--- config.mk ---
export PLATFORM = sky130hd
export DESIGN_NAME = trap_ctrl
export DESIGN_NICKNAME = d
export VERILOG_FILES = /design/src/rtl/trap_ctrl_pkg.sv /design/src/rtl/trap_ctrl_irq_sync.sv /design/src/rtl/trap_ctrl.sv
export SDC_FILE = /design/constraint.sdc
export NUM_CORES = 1
export LEC_CHECK = 0
export CORE_AREA = 2 2 132 109
export CTS_BUF_LIST = sky130_fd_sc_hd__clkbuf_4
export CTS_CLUSTER_DIAMETER = 200
export DETAILED_ROUTE_END_ITERATION = 10
export DIE_AREA = 0 0 134 111
export PLACE_DENSITY_LB_ADDON = 0.25
export RECOVER_POWER = 25
export REMOVE_ABC_BUFFERS = 1
export SLEW_MARGIN = 10
export SYNTH_ARGS = -nofsm -noshare
export SYNTH_HDL_FRONTEND = slang
export SYNTH_SLANG_ARGS = --single-unit
export TNS_END_PERCENT = 30
--- constraint.sdc ---
create_clock -name clk -period 2.35 [get_ports clk]
set_clock_uncertainty 0.2 [all_clocks]
set_input_delay 0.705 -clock clk [delete_from_list [all_inputs] [get_ports clk]]
set_output_delay 0.705 -clock clk [all_outputs]
set_load 0.01 [all_outputs]
--- src/rtl/trap_ctrl_pkg.sv ---
// Shared trap definitions: CSR exp encodings, mcause values, FSM state codes and mip/mstatus bit positions.
package trap_ctrl_pkg;

    localparam int MSTATUS_MIE = 3;
    localparam int MIP_MSI     = 3;
    localparam int MIP_MTI     = 7;
    localparam int MIP_MEI     = 11;

    localparam logic [5:0] EXP_NONE = 6'b000000;
    localparam logic [5:0] EXP_MRET = 6'b100000;
    localparam logic [5:0] EXP_IRQ  = 6'b000001;

    localparam logic [31:0] CAUSE_MEI = 32'h8000_000B;
    localparam logic [31:0] CAUSE_MSI = 32'h8000_0003;
    localparam logic [31:0] CAUSE_MTI = 32'h8000_0007;

    typedef enum logic [1:0] {
        ST_IDLE     = 2'd0,
        ST_COMMIT   = 2'd1,
        ST_REDIRECT = 2'd2
    } state_t;

    typedef enum logic [1:0] {
        EV_EXC  = 2'd0,
        EV_MRET = 2'd1,
        EV_IRQ  = 2'd2
    } kind_t;

    // Exception index idx (1..6) sits in exp[4:1].
    function automatic logic [5:0] exc_exp(input logic [3:0] idx);
        return {1'b0, idx, 1'b0};
    endfunction

    function automatic logic [4:0] exc_cause(input logic [2:0] bit_pos);
        case (bit_pos)
            3'd0:    return 5'd0;
            3'd1:    return 5'd2;
            3'd2:    return 5'd3;
            3'd3:    return 5'd11;
            3'd4:    return 5'd4;
            3'd5:    return 5'd6;
            default: return 5'd0;
        endcase
    endfunction

endpackage

--- src/rtl/trap_ctrl_irq_sync.sv ---
// Multi-flop synchronizer for one asynchronous interrupt level line.
module trap_ctrl_irq_sync #(
    parameter int STAGES = 2
) (
    input  logic clk,
    input  logic rst,
    input  logic d,
    output logic q
);

    logic [STAGES-1:0] chain;

    always_ff @(posedge clk or negedge rst) begin
        if (!rst) begin
            chain <= '0;
        end else begin
            chain <= {chain[STAGES-2:0], d};
        end
    end

    assign q = chain[STAGES-1];

endmodule

--- src/rtl/trap_ctrl.sv ---
// Trap sequencer: picks one WB exception / mret / interrupt, then drives CSR commit, flush and fetch redirect.
module trap_ctrl
    import trap_ctrl_pkg::*;
#(
    parameter int XLEN        = 32,
    parameter int SYNC_STAGES = 2
) (
    input  logic            clk,
    input  logic            rst,
    input  logic            wb_valid,
    input  logic [XLEN-1:0] wb_pc,
    input  logic [5:0]      wb_exc,
    input  logic            wb_mret,
    input  logic            irq_ext,
    input  logic            irq_timer,
    input  logic            irq_soft,
    input  logic [XLEN-1:0] mstatus,
    input  logic [XLEN-1:0] mie,
    input  logic [XLEN-1:0] mtvec,
    input  logic [XLEN-1:0] mepc,
    output logic [5:0]      exp,
    output logic [XLEN-1:0] cause,
    output logic [XLEN-1:0] epc,
    output logic [XLEN-1:0] mip,
    output logic            flush,
    output logic            stall,
    output logic            redirect_valid,
    output logic [XLEN-1:0] redirect_pc,
    input  logic            redirect_ready,
    output logic [1:0]      fsm_state
);

    state_t          state_q, state_d;
    kind_t           kind_q, ev_kind;
    logic            meip, mtip, msip;
    logic            ev_hit, irq_en;
    logic [5:0]      ev_exp;
    logic [XLEN-1:0] ev_cause, ev_epc, irq_pend, base, target;
    logic            unused_mstatus;

    trap_ctrl_irq_sync #(.STAGES(SYNC_STAGES)) u_sync_ext (.clk(clk), .rst(rst), .d(irq_ext),   .q(meip));
    trap_ctrl_irq_sync #(.STAGES(SYNC_STAGES)) u_sync_tmr (.clk(clk), .rst(rst), .d(irq_timer), .q(mtip));
    trap_ctrl_irq_sync #(.STAGES(SYNC_STAGES)) u_sync_sft (.clk(clk), .rst(rst), .d(irq_soft),  .q(msip));

    always_comb begin
        mip          = '0;
        mip[MIP_MEI] = meip;
        mip[MIP_MTI] = mtip;
        mip[MIP_MSI] = msip;
    end

    assign irq_pend       = mip & mie;
    assign irq_en         = mstatus[MSTATUS_MIE] && (|irq_pend);
    assign unused_mstatus = ^{mstatus[XLEN-1:MSTATUS_MIE+1], mstatus[MSTATUS_MIE-1:0]};

    // Priority: exception > mret > interrupt; descending loop leaves the lowest set bit winning.
    always_comb begin
        ev_hit   = 1'b0;
        ev_kind  = EV_EXC;
        ev_exp   = EXP_NONE;
        ev_cause = '0;
        ev_epc   = wb_pc;
        if (wb_exc != 6'b0) begin
            ev_hit = 1'b1;
            for (int b = 5; b >= 0; b--) begin
                if (wb_exc[b]) begin
                    ev_exp   = exc_exp(4'(b + 1));
                    ev_cause = XLEN'(exc_cause(3'(b)));
                end
            end
        end else if (wb_mret) begin
            ev_hit  = 1'b1;
            ev_kind = EV_MRET;
            ev_exp  = EXP_MRET;
            ev_epc  = '0;
        end else if (irq_en) begin
            ev_hit  = 1'b1;
            ev_kind = EV_IRQ;
            ev_exp  = EXP_IRQ;
            if (irq_pend[MIP_MEI])      ev_cause = XLEN'(CAUSE_MEI);
            else if (irq_pend[MIP_MSI]) ev_cause = XLEN'(CAUSE_MSI);
            else                        ev_cause = XLEN'(CAUSE_MTI);
        end
    end

    always_ff @(posedge clk or negedge rst) begin
        if (!rst) state_q <= ST_IDLE;
        else      state_q <= state_d;
    end

    always_comb begin
        state_d = state_q;
        case (state_q)
            ST_IDLE:     if (wb_valid && ev_hit) state_d = ST_COMMIT;
            ST_COMMIT:   state_d = ST_REDIRECT;
            ST_REDIRECT: if (redirect_ready) state_d = ST_IDLE;
            default:     state_d = ST_IDLE;
        endcase
    end

    // Sampled at the COMMIT->REDIRECT edge; mtvec/mepc are not touched by the trap write itself.
    assign base = {mtvec[XLEN-1:2], 2'b00};
    always_comb begin
        target = base;
        if (kind_q == EV_MRET)
            target = mepc;
        else if (kind_q == EV_IRQ && mtvec[1:0] == 2'b01)
            target = base + XLEN'({cause[3:0], 2'b00});
    end

    always_ff @(posedge clk or negedge rst) begin
        if (!rst) begin
            exp            <= EXP_NONE;
            cause          <= '0;
            epc            <= '0;
            flush          <= 1'b0;
            stall          <= 1'b0;
            redirect_valid <= 1'b0;
            redirect_pc    <= '0;
            kind_q         <= EV_EXC;
        end else begin
            case (state_d)
                ST_COMMIT: begin
                    exp            <= ev_exp;
                    cause          <= ev_cause;
                    epc            <= ev_epc;
                    kind_q         <= ev_kind;
                    flush          <= 1'b1;
                    stall          <= 1'b1;
                    redirect_valid <= 1'b0;
                end
                ST_REDIRECT: begin
                    exp            <= EXP_NONE;
                    cause          <= '0;
                    epc            <= '0;
                    flush          <= 1'b1;
                    stall          <= 1'b1;
                    redirect_valid <= 1'b1;
                    if (state_q == ST_COMMIT) redirect_pc <= target;
                end
                default: begin
                    exp            <= EXP_NONE;
                    cause          <= '0;
                    epc            <= '0;
                    flush          <= 1'b0;
                    stall          <= 1'b0;
                    redirect_valid <= 1'b0;
                    redirect_pc    <= '0;
                end
            endcase
        end
    end

    assign fsm_state = state_q;

endmodule

==> impl_results.md <==
- Core Util, Final: around 56%
- Crit path to: redirect_pc[16]$_DFFE_PN0P_
- Nets: ~900
- Area delta synth->final: 75.7%
- Final setup viols: 73
- Worst-Margin Slew: 0.854 ns
- Core area: ~14,000 sq um
- Register area: 2130 sq um
- Power Density: roughly 810 nW/um^2
- GRT overflow: 0
- Design Power: approximately 6.2 mW
- Reg-to-Reg Start: cause[0]$_DFF_PN0_
- Hold Path Stages: 0
- Combined area of the multi-input logic cells: around 2300 sq um
- Layout Cells excl Fill: ~900
- Vias post-DR: just over 4,000
- P_leak: between 3 and 4 nW
- Synth area leaders: dfrtp_1 (49%), buf_4 (11%), and2_1 (4.9%), xnor2_1 (4.2%), a22oi_1 (3.8%)
- Wire length on met3: approximately 1400 microns
- Number of synthesized flops with an enable pin: 0
- Status: complete, but fails checks
- CTS max path bufs: 2
- Max Slew Vio Count: 0
- Clock root buffer: clkbuf_4
- Commonest non-fill, non-tap cells in the layout: clkdlybuf4s50_1 (115), dfrtp_1 (85), buf_4 (74), conb_1 (57), dlygate4sd2_1 (41)
- Row count: 39
- # H-tree levels: 3
- Layout cells sized above 1: between 20% and 30%
- Part of the cycle the worst path needs: 120%
- Vias in the first global route: between 4,000 and 5,000
- RSZ-0062 raised after global routing: yes
- Relative slew slack: between 40 and 50%
- CP Capture Type: register
- Largest net degree at the start of global routing: between 40 and 50
- Sequential element share of the synthesized area: about half
- Initial antenna violation count: 0
- Starting Density: 32.0%
- Final Wtd Congestion: 0.820
- CP Data Arrival Time: roughly 3.0 ns
- Port buffer count: between 150 and 200
- Synth Instances: 436
- Via density per instance: between 4 and 5
- Yosys top cell by area: dfrtp_1
- Final Hold Viols: 0
- Async SR Flop Fraction: 100%
- Synth Register Bits: 85
- R2R Path End: redirect_pc[28]$_DFFE_PN0P_
- Layout fillers: around 1,200
- Crit path from: wb_exc[3]
- Ys flop type: dfrtp_1
- Hpwl dp: about 9800 microns
- Worst r2r path cells: 9
- CTS sink count: 85
- Antenna diode count: 0
- Yosys cell types: between 40 and 50
- Setup CP Type: primary input to register
- I/O pins: around 310
- TritonCTS buffer count: 9
- Met2 WL: between 6000 and 7000 microns
- Worst setup margin: -0.471 ns
- Initial DRC count: 131
- Mapped Area: ~4400 sq um
- Crit-path max FO: 6
- DR pass1 iterations: 4
- Clk_lat worst skew: approximately 0.47 ns
- Uppermost layer routed: met4
- Total GRT Usage: ~19%
- CTS tree: yes
- Ys Warns: 0
- Routed Antenna Nets: 0
- Commonest non-fill, non-tap cell in the layout: clkdlybuf4s50_1
- Placed cell count: 869
- First-pass GRT wire length: roughly 22,000 microns
- Peak supply drop: ~0.00043 V
- Critical Path RT: approximately 2.5 ns
- Share of the synthesized area in the top cell type: between 40% and 50%
- Worst-path clk slew: ~0.15 ns
- Syn avg cell area: just over 10 sq um
- Min-Delay Path Class: register to register
- Startpoint Class: primary input
- Die height: roughly 110 microns
- Met1 WL: just under 6000 microns
- Fmax: 354 MHz
- Max-Cap Viols: 0
- Die width: roughly 130 microns
- Minimum clock period: 2.82 ns
- Die Footprint: between 10,000 and 15,000 sq um
- DRC viols: 0
- R2r setup slk: -0.21 ns
- Violated checks: negative setup slack
- WL final: 14,200 microns
- Wirelength per Cell: 15.7 microns
metrics by stage:
step	TNS [ns]	area (sq um)	hold slack [ns]	worst slack [ns]
global route	-24.74	7700	0.185	-0.523
global placement	-92.80	6870	0.132	-1.33
detailed placement	-98.46	6870	0.136	-1.42
finish	-24.57	7700	0.165	-0.471
CTS	-23.13	7550	0.169	-0.477
floorplan	-65.67	4080	0.131	-1.38
flip-flops by register name, indices dropped and copies added (netlist names):
signal,count
cause,4
epc,32
exp,5
fsm_state,2
kind_q,2
redirect_pc,32
redirect_valid,1
stall,1
u_sync_ext.chain,2
u_sync_sft.chain,2
u_sync_tmr.chain,2
how the worst min path moves through the flow:
stage,from,end,slack (ns)
floorplan,u_sync_ext.chain[0]$_DFF_PN0_,u_sync_ext.chain[1]$_DFF_PN0_,0.13
finish,u_sync_tmr.chain[0]$_DFF_PN0_,u_sync_tmr.chain[1]$_DFF_PN0_,0.17
global route,u_sync_tmr.chain[0]$_DFF_PN0_,u_sync_tmr.chain[1]$_DFF_PN0_,0.19
global placement,u_sync_tmr.chain[0]$_DFF_PN0_,u_sync_tmr.chain[1]$_DFF_PN0_,0.13
CTS,u_sync_tmr.chain[0]$_DFF_PN0_,u_sync_tmr.chain[1]$_DFF_PN0_,0.17
detailed placement,u_sync_tmr.chain[0]$_DFF_PN0_,u_sync_tmr.chain[1]$_DFF_PN0_,0.14
repair_timing:
action / CTS / global route
gates cloned: 10 / 1
endpoints found under the hold margin: 29 / 0
setup endpoints to repair: 114 / 100
resized for setup: 141 / 52
pin swaps: 60 / 22
setup buffers: 7 / 7
hold buffers: 1 / 0
area by class of cell:
class                   instances  area share [%]
clock buffers                  10           0.974
clock inverters                 6           0.909
inverters                      14           0.682
multi-input cells             320            29.9
flip-flops and latches         85            27.6
well taps                     184            2.99
repair buffers                286            36.9
worst max-delay path, stage by stage:
cell and delay (ns):
buf_6 0.09, or3_4 0.39, or4_4 0.45, o311ai_4 0.27
buf_4 0.17, ha_4 0.16, a21oi_4 0.07, nand2_2 0.09
nor2_4 0.06, buf_6 0.17, buf_16 0.14, a22oi_2 0.14
o21ai_1 0.08
Yosys cell counts, drive strengths merged (2+ instances only):
master,n
buf,62
xor2,6
a21o,2
xnor2,21
nand4,4
nor2,26
clkbuf,14
a211oi,3
inv,14
ha,7
dfrtp,85
o211ai,2
a31oi,2
nor2b,6
nand2,27
a21boi,3
o21ai,39
and3,4
and2,34
nand2b,3
a32oi,2
a22o,2
a21oi,11
nor4,2
nor3,10
a22oi,22
o21a,2
nand3,9
kinds of logic (layout without fill, tap and decap cells):
group | after synthesis | count (layout) | synth area share, %
buf+inv | 90 | 316 | 13.0
other cells | 1 | 57 | 0.0855
flops | 85 | 85 | 48.5
fa+ha+maj | 8 | 8 | 2.45
compound gates | 95 | 98 | 13.9
xor+xnor | 27 | 27 | 5.39
simple gates | 130 | 130 | 16.7
where the power goes:
part | internal (mW) | switching (mW)
Sequential | 1.86 | 0.210
Clock | 0.348 | 0.559
Combinational | 1.71 | 1.52
Total | 3.92 | 2.29
layer usage:
layer,up-vias,GRT usage (%)
met5,-,0
met4,0,5.25
met3,16,8.14
met2,188,31.7
met1,1954,23.4
li1,1944,-
No activity file was read; power rests on OpenSTA's default activity.
